--- src/rtl/tail_lamp_sequencer.sv ---
// Tail lamp sequencer: sequential turn patterns, hazard flash and brake
// override for LAMPS lamps per side, paced by a runtime-loadable prescaler.
// Lamp and busy outputs are decoded from the next state and step, and are
// registered at the same edge, so they have a one-cycle latency from inputs.
module tail_lamp_sequencer #(
  parameter int               LAMPS     = 3,
  parameter int               DIV_W     = 24,
  parameter logic [DIV_W-1:0] DIV_RESET = 24'd999999
) (
  input  logic             clk,
  input  logic             rst,
  input  logic             turn_left,
  input  logic             turn_right,
  input  logic             hazard,
  input  logic             brake,
  input  logic             div_load,
  input  logic [DIV_W-1:0] div_value,
  output logic [LAMPS-1:0] left_lamp,
  output logic [LAMPS-1:0] right_lamp,
  output logic             busy
);

  // Step runs 0..LAMPS for turns (LAMPS+1 pattern phases), 0..1 for hazard.
  localparam int SW = $clog2(LAMPS + 1);
  localparam logic [SW-1:0] STEP_MAX = SW'(LAMPS);

  typedef enum logic [1:0] {IDLE, LEFT, RIGHT, HAZ} state_t;

  state_t           state_reg, state_next, req;
  logic [SW-1:0]    step_reg, step_next;
  logic [DIV_W-1:0] cnt_reg, cnt_next;
  logic [DIV_W-1:0] div_reg, div_next;
  logic             tick;
  logic [LAMPS-1:0] therm;
  logic [LAMPS-1:0] left_next, right_next;
  logic             busy_next;

  // Request decode: both turns together are treated as a hazard request.
  always_comb begin
    req = IDLE;
    if (hazard || (turn_left && turn_right)) req = HAZ;
    else if (turn_left)                      req = LEFT;
    else if (turn_right)                     req = RIGHT;
  end

  assign tick = (cnt_reg == div_reg);

  // Next-state logic: divisor load beats a mode change, which beats a tick.
  always_comb begin
    state_next = req;
    step_next  = step_reg;
    cnt_next   = cnt_reg;
    div_next   = div_reg;
    if (div_load) begin
      div_next  = div_value;
      cnt_next  = '0;
      step_next = '0;
    end else if (req != state_reg) begin
      cnt_next  = '0;
      step_next = '0;
    end else begin
      cnt_next = tick ? '0 : cnt_reg + DIV_W'(1);
      if (tick) begin
        case (state_reg)
          LEFT, RIGHT: step_next = (step_reg == STEP_MAX) ? '0 : step_reg + SW'(1);
          HAZ:         step_next = step_reg ^ SW'(1);
          default:     step_next = '0;
        endcase
      end
    end
  end

  // Thermometer pattern, innermost lamp lights first.
  generate
    for (genvar gi = 0; gi < LAMPS; gi++) begin : g_therm
      assign therm[gi] = (step_next > SW'(gi));
    end
  endgenerate

  // Lamp decode from the next state so outputs land together with it.
  always_comb begin
    left_next  = brake ? '1 : '0;
    right_next = brake ? '1 : '0;
    case (state_next)
      LEFT:  left_next  = therm;
      RIGHT: right_next = therm;
      HAZ: begin
        left_next  = (step_next == SW'(1)) ? '1 : '0;
        right_next = (step_next == SW'(1)) ? '1 : '0;
      end
      default: ;
    endcase
    busy_next = (state_next != IDLE);
  end

  // State, prescaler and registered outputs.
  always_ff @(posedge clk) begin
    if (rst) begin
      state_reg  <= IDLE;
      step_reg   <= '0;
      cnt_reg    <= '0;
      div_reg    <= DIV_RESET;
      left_lamp  <= '0;
      right_lamp <= '0;
      busy       <= 1'b0;
    end else begin
      state_reg  <= state_next;
      step_reg   <= step_next;
      cnt_reg    <= cnt_next;
      div_reg    <= div_next;
      left_lamp  <= left_next;
      right_lamp <= right_next;
      busy       <= busy_next;
    end
  end

endmodule

--- config.mk ---
export PLATFORM = sky130hd
export DESIGN_NAME = tail_lamp_sequencer
export DESIGN_NICKNAME = d
export VERILOG_FILES = /design/src/rtl/tail_lamp_sequencer.sv
export SDC_FILE = /design/constraint.sdc
export NUM_CORES = 1
export LEC_CHECK = 0
export CAP_MARGIN = 20
export CORE_MARGIN = 5
export CORE_UTILIZATION = 45
export CTS_CLUSTER_DIAMETER = 80
export DETAILED_ROUTE_END_ITERATION = 10
export PLACE_DENSITY = 0.67
export SLEW_MARGIN = 5
export SYNTH_ARGS = -nofsm -noshare
export SYNTH_HDL_FRONTEND = slang
export SYNTH_SLANG_ARGS = --single-unit
export TNS_END_PERCENT = 1
--- constraint.sdc ---
create_clock -name clk -period 2.09 [get_ports clk]
set_clock_uncertainty 0.05 [all_clocks]
set_input_delay 0.418 -clock clk [delete_from_list [all_inputs] [get_ports clk]]
set_output_delay 0.418 -clock clk [all_outputs]
set_load 0.01 [all_outputs]
==> Word-level counts from Yosys, hierarchy flattened <==
Index checks and enable logic that the tools add are counted.
Widths: inputs -> output; s select.
{ "classes": {"n_addsub": 2, "n_lt_le_gt_ge": 3, "eq_ne": 10, "n_mux": 12, "bitwise": 1, "reduce_logical": 5} }
{ "ops": {"columns": ["cell", "n"], "rows": [
  ["$add 24x1->24 const B", 1],
  ["$eq 24x24->1", 1],
  ["$mux 2", 7],
  ["$pmux 3 s2", 2],
  ["$eq 2x2->1 const B", 5],
  ["$eq 2x1->1 const B", 3],
  ["$mux 3", 2],
  ["$gt 2x1->1 const B", 2],
  ["$pmux 2 s2", 1],
  ["$reduce_or 4->1", 1],
  ["$add 2x1->2 const B", 1],
  ["$gt 2x2->1 const B", 1],
  ["$ne 2x2->1", 1],
  ["$reduce_bool 2->1", 1],
  ["$reduce_or 2->1", 1],
  ["$logic_and 1x1->1", 1],
  ["$logic_or 1x1->1", 1],
  ["$not 1->1", 1]
]} }
{ "totals": {"register_bits": 59, "input_bits": 31, "output_inout_bits": 7, "elab_cells": 40} }

==> Logic depth before layout (Yosys ltp) <==
{ "logic_depth": {"word_depth": 9, "ltp_mapped": 9} }

==> Worst setup path after synthesis <==
OpenSTA, ideal clock, no wires.
{ "synth_timing": {"kind": "flip-flop to flip-flop", "startpoint": "reg cnt_reg[16]", "endpoint": "reg left_lamp[1]", "t_arrival_ns": 2.159, "t_required_ns": 1.944, "slack_ns": -0.215, "stages_incl_launch_ff": 9, "period_less_slack_ns": 2.305, "path_cell_list": "dfxtp_1 > buf_6 > xor2_1 > nor4_2 > nand4_1 > nor3_4 > mux2_2 > or4b_4 > o311ai_1"} }
{ "synth_between": {"elab_chain_len": 7, "elab_cells_between_ends": 8, "classes_between": "1 x order compare; 2 x eq/ne; 5 x mux"} }
{ "synth_lines": {"columns": ["item", "line_no", "text"], "rows": [
  ["start: declaration", "31", "logic [DIV_W-1:0] cnt_reg, cnt_next;"],
  ["start signal: assignment", "109", "cnt_reg <= cnt_next;"],
  ["$eq 24x24->1 *", "46", "assign tick = (cnt_reg == div_reg);"],
  ["$mux 2 *", "63", "if (tick) begin"],
  ["$mux 2 *", "58", "end else if (req != state_reg) begin"],
  ["$mux 2 *", "54", "if (div_load) begin"],
  ["$eq 2x1->1", "88", "left_next = (step_next == SW'(1)) ? '1 : '0;"],
  ["$mux 3", "88", null],
  ["$pmux 3 s2 *", "84", "case (state_next)"],
  ["end signal: assignment", "111", "left_lamp <= left_next;"],
  ["end: declaration", "18", "output logic [LAMPS-1:0] left_lamp,"]
]} }
Mark *: on every way between the ends. The rest lies on a longest branch, timed or not.
A chain may end at the register's enable or synchronous reset.

==> Worst setup path in the final report <==
{ "layout_timing": {"startpoint": "reg div_reg[11]", "endpoint": "reg left_lamp[1]"} }
{ "layout_between": {"elab_chain_len": 7, "elab_cells_between_ends": 8, "classes_between": "1 x order compare; 2 x eq/ne; 5 x mux"} }
{ "layout_lines": {"columns": ["item", "line_no", "text"], "rows": [
  ["start: declaration", "32", "logic [DIV_W-1:0] div_reg, div_next;"],
  ["start signal: assignment", "110", "div_reg <= div_next;"],
  ["$eq 24x24->1 *", "46", null],
  ["$mux 2 *", "63", null],
  ["$mux 2 *", "58", null],
  ["$mux 2 *", "54", null],
  ["$eq 2x1->1", "88", null],
  ["$mux 3", "88", null],
  ["$pmux 3 s2 *", "84", null]
]} }
Marks and branches as above.

==> results.cfg <==
[drt]
ant_nets = 0
finalWirelength_um = 5870
avgViaCountPerCell = 5.01
drt_pass1_iterations = 4
num_vias = 2229
wire_per_inst_um = 13.2
drc = 0
drt_iter0_drc = 98

[placement]
portBuffers = 37
gp_congestion = 0.838
post-place-cells = 430
dp_hpwl_um = 4210

[synth]
synth_top_area_share_pct = 44.0
netlist_area_mm2 = 0.00268
synth_edf_count = 0
yosysUniqueCellTypes = 35
synth_async_sr_flop_share_pct = 0
synth_ff_type = dfxtp_1
ys_warn_count = 0
synthesis.nets = 326
ys_ff_latch = 59
synth_seq_area_share_pct = 44.0
netlist_top_cells_area = dfxtp_1 44%, xor2_1 9.5%, nor2_1 7.7%
postSynthCellCount = 291
syn_avg_cell_area_um2 = 9.22
synth_top_cell_by_area = dfxtp_1

[critical_path]
endpoint_kind = flip-flop
crit_fanout = 4
r2r_setup_slack_ps = -170
reg2regPathDepth = 7
worst-setup-path-type = flip-flop to flip-flop
critPathLaunchType = flip-flop
cp.required_ps = 2290
rr_endpoint = left_lamp[1]
critPathArrivalTime_ps = 2460
worst_r2r_startpoint = div_reg[11]

[run]
drv_cap = 0

[layout]
area_growth_pct = 34.8
final_nets = 401
register_area_mm2 = 0.00119
layout_common_cells = 54 x nor2_1, 53 x dfxtp_1, 38 x buf_4
final_common_cell = nor2_1
fillCellCount = 518
fin_cells = 445
antennaDiodeCount = 0
multiInputGateArea_mm2 = 0.00146
drive_gt1_share_pct = 18.9

[timing]
period_minus_slack_ps = 2260
fin_setup_tns_ps = -743
setup_violations = 6
grt_setup_unrepaired = true
fin_ws_ps = -172
maxSlewHeadroom_pct = 69.0
whs_ps = 450
slew_viol_final = 0
min_period_over_period_pct = 108
clock.fmax_mhz = 442
worst_slew_pin_slew_ps = 465
hold_violations = 0

[floorplanning]
pin_count = 38
die_area_mm2 = 0.00761
start_util_pct = 45.9
die_h_um = 87.2
core_mm2 = 0.00585
rows = 28
die_w_um = 87.2

[power]
p_leak_nw = 1.49
power_density_mw_per_mm2 = 653
ir_drop_mv = 0.461

[clock_network]
path_clk_slew_ps = 70
htreeDepth = 3
clock_path_buffers = 2
clk_latency_ps = 340
clkSinkCount = 59
root_buffer = clkbuf_8
cts_buffers = 9
tritoncts = yes
cts_setup_buffers = 0

[outcome]
status = complete, but fails checks
violations = negative setup slack

[global_routing]
grt_pass1_vias = 2184
grt_pass1_wl_um = 9930
grt_max_degree = 38
grt_use_total_pct = 17.0
antenna_found_initial = 0
grt.overflow.total = 0

[min_path]
hold_class = flip-flop to flip-flop
hold_end = div_reg[11]
min-delay-start = div_reg[11]
hold_depth = 2
## final cells by class
class	count	share of cell area (%)
Sequential cell	59	32.8
Timing Repair Buffer	76	18.7
Tap cell	75	2.59
Clock buffer	13	4.67
Multi-Input combinational cell	214	40.2
Inverter	6	0.622
Clock inverter	2	0.277
## power by group
part	internal (mW)	total [mW]	switching, mW
clock network	0.517	0.939	0.423
registers	1.16	1.19	0.0236
logic	0.135	0.236	0.102
total	1.81	2.36	0.548
## cells in the mapped netlist, drive strengths merged (2+ instances only)
| library cell | number |
|---|---|
| nor4 | 6 |
| inv | 6 |
| dfxtp | 59 |
| nand3 | 11 |
| mux2 | 2 |
| nor2 | 55 |
| nand2 | 12 |
| nor2b | 14 |
| nor3 | 4 |
| o311ai | 2 |
| clkbuf | 10 |
| a211o | 12 |
| and3 | 2 |
| xnor2 | 18 |
| ha | 4 |
| buf | 2 |
| mux2i | 13 |
| and2 | 3 |
| and4 | 3 |
| xor2 | 29 |
| a21oi | 5 |
| nand4 | 10 |
## logic make-up after synthesis
group	Yosys count	synth area share, %
muxes	15	5.83
and+or+nand+nor	124	23.3
xor gates and xnor gates	47	15.3
buffers and inverters	18	2.80
adders and majority gates	4	1.86
DFF	59	44.0
AOI/OAI and AO/OA	24	6.85
## worst max-delay path, cell delays in order (launching register included)
cell      delay [ps]
dfxtp_2          320
xor2_1           160
nor4_2           320
nand4_1          180
nor3_4           180
mux2_4           320
or4b_4           540
o311ai_1          90
## metal layers
metal | global-route usage [%] | up-vias | part of all wire (%)
met4 | 9.62 | 0 | 2.6
met3 | 3.50 | 14 | 5.0
met1 | 21.5 | 1033 | 47
met5 | 0 | - | 0
met2 | 26.8 | 42 | 46
li1 | - | 1140 | -
## per-stage QoR
stage	utilization [%]	worst slack [ps]	power, mW	cell area [µm²]
after floorplan	-	-87.0	1.33	2690
after global placement	58.3	-273	1.44	3410
after detailed placement	58.3	-301	1.45	3410
after CTS	61.6	-198	2.40	3600
after global routing	61.8	-244	2.46	3620
final	61.8	-172	2.36	3620
## what timing repair did
action	in CTS	in global routing
gates resized for setup	4	6
hold buffers	0	0
pin swaps	2	2
endpoints found under the setup margin	8	32
## how the worst max path moves through the flow
stage,startpoint,to,slack [ps],cells past startpoint
after global placement,turn_right,cnt_reg[2],-270,8
after CTS,div_reg[11],left_lamp[1],-200,7
final,div_reg[11],left_lamp[1],-170,7
after global routing,div_reg[9],left_lamp[1],-240,7
after floorplan,cnt_reg[6],left_lamp[1],-90,7
after detailed placement,turn_right,cnt_reg[9],-300,8
No activity file was read; power rests on OpenSTA's default activity.
==> RTL change (config.mk and constraints unchanged) <==
The parameter `DIV_W` goes from 24 to 28.
--- a/src/rtl/tail_lamp_sequencer.sv
+++ b/src/rtl/tail_lamp_sequencer.sv
@@ -6,3 +6,3 @@
   parameter int               LAMPS     = 3,
-  parameter int               DIV_W     = 24,
+  parameter int               DIV_W     = 28,
   parameter logic [DIV_W-1:0] DIV_RESET = 24'd999999
Ports: changed (resized div_value); port bits go from 38 to 42. No check against the original RTL was run, so the function may have changed too.
==> RTL change against the original RTL <==
The run still ends with negative setup slack left; sequential cell count grew 8; via count increased by 18%; power is 11% higher; final area is 17% higher; critical path depth stayed put; count of clock-buffer cells in the layout is the same; combinational power rose by 21%; area after synthesis grew 18%; maximum frequency increased by 5.4%; register-to-register slack better by 0.14 ns; clock power grew 4.2%; routed wire length grew 26%; worst setup slack improved by 0.12 ns; critical path type is now input pin to flop.
==> RTL change: results (changes against the original RTL) <==
Avg Vias per Cell: 5.04 (+0.63%)
Met2 Track Usage GR: 28.5% (+1.7 points)
Post-DP HPWL: 5.36 mm (+27%)
GRT Total Usage: 17.9% (+0.96 points)
Arrival time worst endpoint: 2.34 ns (-0.12 ns)
Routability cong.: 0.907 (+8.2%)
First-pass GRT wire length: 12.4 mm (+25%)
DP Worst Slack: -0.581 ns (-0.279 ns)
Share of cells above drive strength 1: 20.8% (+1.8 points)
GRT met1 Usage: 23.4% (+1.9 points)
Placement Cell Area: 3960 um^2 (+16%)
Detailed Route WL: 7.38 mm (+26%)
Largest net degree at the start of global routing: 41 (+7.9%)
WHS: 0.466 ns (+0.0165 ns)
Endpoints failing setup: 6 (unchanged)
Setup TNS: -0.139 ns (+0.604 ns)
Failing checks: negative setup slack
Reg-to-Reg End: right_lamp[0]
Max transition margin: 67.2% (-1.8 points)
Final WS setup: -0.0566 ns (+0.115 ns)
DR WL met3: 298 um (+1.7%)
Non-Filler Instances: 520 (+17%)
Synth Instances: 337 (+16%)
Syn nets: 376 (+15%)
M1 WL: 3.43 mm (+25%)
IO Port Bufs: 41 (+11%)
Seq/Total Area, Yosys: 42.3% (-1.7 points)
Setup slack, reg-to-reg: -0.03 ns (+0.14 ns)
Critical path class: input pin to flop
Number of post-CTS setup repair buffers: 3 (+3)
Status: finished, violations left
Reg-to-reg startpoint: div_reg[9]
Area contributors post-synth: dfxtp_1 (42%), xor2_1 (12%), nor2_1 (7.1%), mux2i_1 (5.1%), a211o_1 (3.3%)
FF-to-FF path depth: 6 (-1)
Cell variety after synth: 47 (+34%)
Leakage power: 1.73 nW (+16%)
==> RTL change: cell count changes after synthesis, moves of 5 or more <==
cell	unedited run	this run
dfxtp_1	59	67
nand3_1	11	18
nand4_1	10	4
nor2_1	55	60
xnor2_1	18	10
xor2_1	29	44
==> RTL change: logic make-up after synthesis <==
group / after synthesis / synth area share [%]
buffers and inverters: 23 / 3.08
muxes: 16 / 5.05
and+or+nand+nor: 137 / 24.0
adders and majority gates: 4 / 1.58
xor gates and xnor gates: 55 / 15.4
AOI/OAI and AO/OA: 35 / 8.60
DFF: 67 / 42.3
==> RTL change: report_power, final <==
| part | total, mW | switching (mW) | internal, mW |
|---|---|---|---|
| Sequential | 1.35 | 0.0325 | 1.32 |
| Combinational | 0.285 | 0.128 | 0.157 |
| Clock | 0.978 | 0.460 | 0.518 |
==> RTL change: cell type report <==
type	count	area, um^2
clock buffer	13	169
clock inverter	2	10.0
fill	625	2620
inverter	10	37.5
multi-input combinational	247	1780
sequential	67	1350
tap	96	120
timing repair buffer	85	749
